===== src/rtl/level_column_loader_if.sv =====
// ROM read port and block-grid load port of the level column loader.
interface level_column_loader_if #(
  parameter int ADDR_W   = 10,
  parameter int ID_W     = 3,
  parameter int NUM_ROWS = 10
);
  logic [ADDR_W-1:0]        mem_addr;
  logic                     mem_rd;
  logic [ID_W-1:0]          mem_data;
  logic                     Shift;
  logic [NUM_ROWS*ID_W-1:0] new_block_id;

  modport master (output mem_addr, mem_rd, Shift, new_block_id, input mem_data);
  modport slave  (input mem_addr, mem_rd, Shift, new_block_id, output mem_data);
endinterface


===== src/rtl/level_column_loader.sv =====
// Fetches level columns from ROM and hands them to the block grid as the
// per-frame scroll accumulator crosses each block boundary.
module level_column_loader #(
  parameter int NUM_ROWS   = 10,
  parameter int ID_W       = 3,
  parameter int BLOCK_PX   = 40,
  parameter int LEVEL_COLS = 64,
  parameter int START_COL  = 10,
  parameter int ADDR_W     = 10
) (
  input  logic                  Clk,
  input  logic                  Reset,
  input  logic                  frame_tick,
  input  logic [2:0]            scroll_dx,
  level_column_loader_if.master bus,
  output logic                  ready,
  output logic                  at_end,
  output logic [5:0]            fine_x
);

  localparam int ROW_W = $clog2(NUM_ROWS + 1);

  typedef enum logic [2:0] {IDLE, FETCH, CAPTURE, FULL, SHIFT, DONE} state_t;

  state_t                   state, next_state;
  logic [ADDR_W-1:0]        col;
  logic [ROW_W-1:0]         row;
  logic                     pending;
  logic [NUM_ROWS*ID_W-1:0] col_buf;
  logic [6:0]               sum;
  logic                     tick_en;
  logic                     crossing;
  logic                     wr_en;
  logic [ROW_W-1:0]         wr_row;

  // Scrolling freezes while a crossing is still waiting to be shifted out.
  always_comb begin
    tick_en  = frame_tick && !pending && (state != DONE);
    sum      = {1'b0, fine_x} + {4'b0, scroll_dx};
    crossing = tick_en && (sum >= 7'(BLOCK_PX));
  end

  always_comb begin
    next_state   = state;
    bus.mem_rd   = 1'b0;
    bus.mem_addr = '0;
    bus.Shift    = 1'b0;
    ready        = 1'b0;
    at_end       = 1'b0;
    wr_en        = 1'b0;
    wr_row       = '0;
    case (state)
      IDLE: next_state = (START_COL >= LEVEL_COLS) ? DONE : FETCH;
      FETCH: begin
        bus.mem_rd   = 1'b1;
        bus.mem_addr = ADDR_W'(32'(col) * NUM_ROWS + 32'(row));
        // Data arriving now belongs to the row requested one cycle earlier.
        wr_en        = (row != '0);
        wr_row       = row - 1'b1;
        if (row == ROW_W'(NUM_ROWS - 1))
          next_state = CAPTURE;
      end
      CAPTURE: begin
        wr_en      = 1'b1;
        wr_row     = ROW_W'(NUM_ROWS - 1);
        next_state = FULL;
      end
      FULL: begin
        ready = 1'b1;
        if (pending || crossing)
          next_state = SHIFT;
      end
      SHIFT: begin
        bus.Shift  = 1'b1;
        next_state = (col == ADDR_W'(LEVEL_COLS - 1)) ? DONE : FETCH;
      end
      DONE:    at_end = 1'b1;
      default: next_state = IDLE;
    endcase
  end

  assign bus.new_block_id = col_buf;

  always_ff @(posedge Clk) begin
    if (Reset)
      state <= IDLE;
    else
      state <= next_state;
  end

  always_ff @(posedge Clk) begin
    if (Reset) begin
      col     <= ADDR_W'(START_COL);
      row     <= '0;
      pending <= 1'b0;
      fine_x  <= '0;
      col_buf <= '0;
    end else begin
      row <= (state == FETCH) ? row + 1'b1 : '0;
      if (wr_en)
        col_buf[ID_W*int'(wr_row) +: ID_W] <= bus.mem_data;
      if (state == SHIFT)
        col <= col + 1'b1;
      // A crossing outside FULL is remembered until the column is ready.
      if (crossing && state != FULL)
        pending <= 1'b1;
      else if (state == SHIFT)
        pending <= 1'b0;
      if (tick_en)
        fine_x <= crossing ? 6'(sum - 7'(BLOCK_PX)) : sum[5:0];
    end
  end

endmodule


===== src/flat_wrapper.sv =====
// flat-port wrapper written by rule: the top's interface ports become plain ports
module level_column_loader_flat 
#(
  parameter int NUM_ROWS   = 10,
  parameter int ID_W       = 3,
  parameter int BLOCK_PX   = 40,
  parameter int LEVEL_COLS = 64,
  parameter int START_COL  = 10,
  parameter int ADDR_W     = 10
)
  (Clk, Reset, frame_tick, scroll_dx, ready, at_end, fine_x, bus_mem_addr, bus_mem_rd, bus_Shift, bus_new_block_id, bus_mem_data);
  level_column_loader_if #(.ADDR_W(ADDR_W), .ID_W(ID_W), .NUM_ROWS(NUM_ROWS)) bus_i ();
  input  logic Clk;
  input  logic Reset;
  input  logic frame_tick;
  input  logic [2:0] scroll_dx;
  output logic ready;
  output logic at_end;
  output logic [5:0] fine_x;
  output wire logic [$bits(bus_i.mem_addr)-1:0] bus_mem_addr;
  output wire logic [$bits(bus_i.mem_rd)-1:0] bus_mem_rd;
  output wire logic [$bits(bus_i.Shift)-1:0] bus_Shift;
  output wire logic [$bits(bus_i.new_block_id)-1:0] bus_new_block_id;
  input wire logic [$bits(bus_i.mem_data)-1:0] bus_mem_data;
  assign bus_mem_addr = bus_i.mem_addr;
  assign bus_mem_rd = bus_i.mem_rd;
  assign bus_Shift = bus_i.Shift;
  assign bus_new_block_id = bus_i.new_block_id;
  assign bus_i.mem_data = bus_mem_data;
  level_column_loader #(.NUM_ROWS(NUM_ROWS), .ID_W(ID_W), .BLOCK_PX(BLOCK_PX), .LEVEL_COLS(LEVEL_COLS), .START_COL(START_COL), .ADDR_W(ADDR_W)) u_core (.Clk(Clk), .Reset(Reset), .frame_tick(frame_tick), .scroll_dx(scroll_dx), .bus(bus_i), .ready(ready), .at_end(at_end), .fine_x(fine_x));
endmodule

===== config.mk =====
export PLATFORM = sky130hd
export DESIGN_NAME = level_column_loader_flat
export DESIGN_NICKNAME = d
export VERILOG_FILES = /design/src/rtl/level_column_loader_if.sv /design/src/rtl/level_column_loader.sv /design/src/flat_wrapper.sv
export SDC_FILE = /design/constraint.sdc
export NUM_CORES = 1
export LEC_CHECK = 0
export ABC_AREA = 1
export CELL_PAD_IN_SITES_DETAIL_PLACEMENT = 2
export CELL_PAD_IN_SITES_GLOBAL_PLACEMENT = 2
export CORE_MARGIN = 3
export CORE_UTILIZATION = 31
export CTS_BUF_LIST = sky130_fd_sc_hd__clkbuf_16
export DETAILED_ROUTE_END_ITERATION = 16
export PLACE_DENSITY_LB_ADDON = 0.1
export SKIP_CTS_REPAIR_TIMING = 1
export SLEW_MARGIN = 0
export SYNTH_ARGS = -nofsm -noshare
export SYNTH_HDL_FRONTEND = slang
export SYNTH_SLANG_ARGS = --single-unit

===== constraint.sdc =====
create_clock -name Clk -period 4.88 [get_ports Clk]
set_input_delay 1.22 -clock Clk [delete_from_list [all_inputs] [get_ports Clk]]
set_output_delay 1.22 -clock Clk [all_outputs]
set_load 0.05 [all_outputs]

==> run_summary.xml <==
<?xml version="1.0" encoding="UTF-8"?>
<metrics>
  <group name="clock_network">
    <metric name="clk_transition_reported_paths" unit="ns">0.08</metric>
    <metric name="cts-htree-levels" unit="">2</metric>
    <metric name="cts_tree" unit="">yes</metric>
    <metric name="numCtsBuffers" unit="">5</metric>
    <metric name="cts-root-buf" unit="">clkbuf_16</metric>
    <metric name="cts-root-to-sink-buffers" unit="">2</metric>
    <metric name="clkSinkCount" unit="">54</metric>
    <metric name="clkLatencyLatePin" unit="ns">0.30</metric>
  </group>
  <group name="timing">
    <metric name="setup_tns" unit="ns">0</metric>
    <metric name="period_minus_slack" unit="ns">4.610</metric>
    <metric name="timing.final.crit_share" unit="%">94.48</metric>
    <metric name="finalHoldViolCount" unit="">0</metric>
    <metric name="slew_violations" unit="">0</metric>
    <metric name="whs" unit="ns">0.4626</metric>
    <metric name="worstMarginPinSlew" unit="ns">0.8571</metric>
    <metric name="finalSetupViolations" unit="">0</metric>
    <metric name="worst_slew_margin_rel" unit="%">42.79</metric>
    <metric name="clock-skew-final" unit="ns">0.009800</metric>
    <metric name="unrepaired_setup_endpoints_after_global_routing" unit="">no</metric>
    <metric name="max_freq" unit="MHz">216.9</metric>
  </group>
  <group name="power">
    <metric name="p_seq_share" unit="%">30.2</metric>
    <metric name="power.density_cell_area" unit="mW/mm2">424.3</metric>
    <metric name="p_int" unit="mW">0.9010</metric>
    <metric name="power.combinational.fraction" unit="%">48.1</metric>
    <metric name="p_clk_share" unit="%">21.7</metric>
    <metric name="netSwitchingFraction" unit="%">47.01</metric>
    <metric name="netSwitchingPower" unit="mW">0.7994</metric>
    <metric name="p_leak" unit="nW">1.697</metric>
    <metric name="irDropWorstVdd" unit="mV">0.1779</metric>
  </group>
  <group name="hold_path">
    <metric name="worst_hold_path.endpoint" unit="">u_core.bus.new_block_id[18]$_SDFFE_PP0P_</metric>
    <metric name="worst_hold_startpoint" unit="">u_core.bus.new_block_id[18]$_SDFFE_PP0P_</metric>
    <metric name="min_delay_path_depth" unit="">2</metric>
    <metric name="min_path_type" unit="">register to register</metric>
  </group>
  <group name="route">
    <metric name="detailroute.via_count" unit="">3176</metric>
    <metric name="drc_violation_count_after_routing" unit="">0</metric>
    <metric name="antenna_left" unit="">0</metric>
    <metric name="initialDrtViolationCount" unit="">69</metric>
    <metric name="routed_wirelength" unit="mm">9.739</metric>
    <metric name="drt_pre_antenna_iters" unit="">4</metric>
    <metric name="detail_route.wl_per_cell" unit="um">14.91</metric>
    <metric name="drt-vias-per-instance" unit="">4.864</metric>
  </group>
  <group name="worst_setup_path">
    <metric name="worstSetupEndpointType" unit="">output port</metric>
    <metric name="critical_path.reg2reg.endpoint" unit="">u_core.bus.new_block_id[12]$_SDFFE_PP0P_</metric>
    <metric name="worst-path-max-fanout" unit="">6</metric>
    <metric name="timing.setup.critical_path_class" unit="">register to output port</metric>
    <metric name="worst-r2r-cell-count" unit="">13</metric>
    <metric name="worst_r2r_startpoint" unit="">u_core.state[1]$_SDFFE_PP0P_</metric>
    <metric name="worst_ep_required_time" unit="ns">3.66</metric>
    <metric name="arrival" unit="ns">3.39</metric>
    <metric name="setup.reg_to_reg.worst_slack" unit="ns">1.62</metric>
    <metric name="crit_path_start_kind" unit="">register</metric>
  </group>
  <group name="placed_design">
    <metric name="dpl.hpwl" unit="mm">7.649</metric>
    <metric name="port_buffers" unit="">58</metric>
    <metric name="gp_congestion" unit="">0.7601</metric>
  </group>
  <group name="die">
    <metric name="dieHeight" unit="um">106.9</metric>
    <metric name="floorplan.core_area" unit="mm2">0.009819</metric>
    <metric name="floorplan_die_width" unit="um">106.9</metric>
    <metric name="num_io_pins" unit="">59</metric>
    <metric name="rows" unit="">36</metric>
    <metric name="initial_core_util" unit="%">32.11</metric>
    <metric name="die_area" unit="mm2">0.01142</metric>
  </group>
  <group name="grt">
    <metric name="grtUsageTotal" unit="%">18.26</metric>
    <metric name="globalRoute.totalOverflow" unit="">0</metric>
    <metric name="grt_start_max_net_pins" unit="">28</metric>
    <metric name="antenna_found_initial" unit="">0</metric>
    <metric name="grt_pass1_vias" unit="">3552</metric>
    <metric name="global_route_wire_length_before_repair" unit="mm">17.17</metric>
  </group>
  <group name="synth">
    <metric name="synthesis.nets" unit="">498</metric>
    <metric name="yosys_warnings" unit="">0</metric>
    <metric name="ys_ff_latch" unit="">54</metric>
    <metric name="synth-seq-area-share" unit="%">34.29</metric>
    <metric name="avgSynthCellArea" unit="um2">6.825</metric>
    <metric name="post_synthesis_cell_area" unit="mm2">0.003153</metric>
    <metric name="synthesis.instances" unit="">462</metric>
    <metric name="yosysUniqueCellTypes" unit="">31</metric>
  </group>
  <group name="cells_and_area">
    <metric name="final.fill_count" unit="">1228</metric>
    <metric name="most_common_cell_after_layout_fill_and_taps_aside" unit="">nand2_1</metric>
    <metric name="drive_above_1_share" unit="%">4.038</metric>
    <metric name="layout.core_utilization" unit="%">40.81</metric>
    <metric name="area_growth" unit="%">27.10</metric>
    <metric name="commonest_cells_after_routing_fill_and_taps_aside" unit="">nand2_1 (103), nor2_1 (65), clkdlybuf4s50_1 (58), inv_1 (57), dfxtp_1 (54)</metric>
    <metric name="multi_input_comb_area" unit="mm2">0.001793</metric>
    <metric name="ant_diodes" unit="">0</metric>
    <metric name="storage_cell_area" unit="mm2">0.001081</metric>
    <metric name="nets" unit="">555</metric>
  </group>
  <group name="outcome">
    <metric name="run_status" unit="">completed</metric>
  </group>
  <group name="flow_run">
    <metric name="drv.max_cap_violation_count" unit="">0</metric>
  </group>
</metrics>
==> sequential cells by signal, summed over array words and instances, names as in the netlist <==
name,cells
u_core.bus.new_block_id,30
u_core.col,10
u_core.state,3
u_core.fine_x,6
u_core.pending,1
u_core.row,4
==> worst max-delay path by stage <==
| stage | start | to | slack (ns) | cells past startpoint |
|---|---|---|---|---|
| 6_report | u_core.col[1]$_SDFFE_PP1P_ | bus_mem_addr[8] | 0.27 | 8 |
| 5_1_grt | u_core.col[1]$_SDFFE_PP1P_ | bus_mem_addr[8] | 0.03 | 8 |
| 4_1_cts | u_core.col[1]$_SDFFE_PP1P_ | bus_mem_addr[8] | 0.24 | 8 |
| 3_5_place_dp | u_core.col[1]$_SDFFE_PP1P_ | bus_mem_addr[8] | 0.59 | 8 |
| 3_3_place_gp | u_core.col[1]$_SDFFE_PP1P_ | bus_mem_addr[8] | 0.73 | 8 |
| 2_1_floorplan | u_core.col[1]$_SDFFE_PP1P_ | bus_mem_addr[7] | 0.94 | 7 |
==> through the flow <==
| step | setup slack (ns) | instances | area (um2) | power, mW |
|---|---|---|---|---|
| 2_1_floorplan | 0.9393 | 462 | 3153 | 1.110 |
| 4_1_cts | 0.2428 | 653 | 4008 | 1.729 |
| 5_1_grt | 0.02876 | 653 | 4008 | 1.841 |
| 3_5_place_dp | 0.5907 | 645 | 3857 | 1.342 |
| 3_3_place_gp | 0.7312 | 645 | 3857 | 1.308 |
| 6_report | 0.2695 | 653 | 4008 | 1.700 |
==> Yosys cell counts, drive strengths merged <==
cell type | number | area share, %
a21oi | 37 | 5.9
buf | 3 | 0.87
nor4 | 3 | 0.60
fa | 3 | 1.9
o22ai | 1 | 0.20
o211ai | 1 | 0.24
nor3b | 2 | 0.48
xor2 | 6 | 1.7
o21ai | 30 | 5.1
a31oi | 1 | 0.20
ha | 24 | 9.5
nor3 | 12 | 2.1
o21a | 1 | 0.24
nand2 | 107 | 13
nand3 | 31 | 4.9
dfxtp | 54 | 34
or2 | 1 | 0.20
and3 | 2 | 0.40
nand3b | 1 | 0.24
nor2 | 66 | 7.9
nand4 | 6 | 1.2
xnor2 | 3 | 0.83
clkbuf | 6 | 0.71
inv | 61 | 7.3
==> routing by layer <==
metal  vias to the layer above  GRT usage [%]  part of all wire [%]
met5                         -              0                     0
met4                         0          3.653                   1.0
met3                         8          3.070                   2.0
met2                        33          32.64                    49
met1                      1527          23.13                    48
li1                       1608              -                     -
==> cells by family after synthesis <==
kind of cell | count (synthesis) | synth area share [%]
AO/OA/AOI/OAI | 71 | 11.87
XOR/XNOR | 9 | 2.500
adder cells (fa/ha/maj) | 27 | 11.43
buffers and inverters | 70 | 8.849
flip-flops | 54 | 34.29
AND/OR/NAND/NOR | 231 | 31.07
==> power by group through the flow <==
stage	logic [mW]	registers, mW	clock network, mW
floorplan	0.527	0.583	0
global placement	0.785	0.523	0
detailed placement	0.816	0.526	0
CTS	0.829	0.515	0.385
global route	0.918	0.522	0.401
finish	0.818	0.514	0.368
==> final cells by class <==
type                    instances  area share, %
multi-input cells             338          44.74
flip-flops and latches         54          26.97
repair buffers                 59          14.67
inverters                      61          5.713
well taps                     133          4.152
clock buffers                   5          3.122
clock inverters                 3         0.6244
==> critical path: stages, from the launching register on <==
cell	delay (ns)
dfxtp_1	0.47
ha_1	0.29
ha_1	0.23
fa_1	0.42
xor2_1	0.30
nor3b_1	0.33
nand2_1	0.11
a21oi_1	0.13
clkdlybuf4s50_1	0.81
Power figures use the tool's default switching activity.
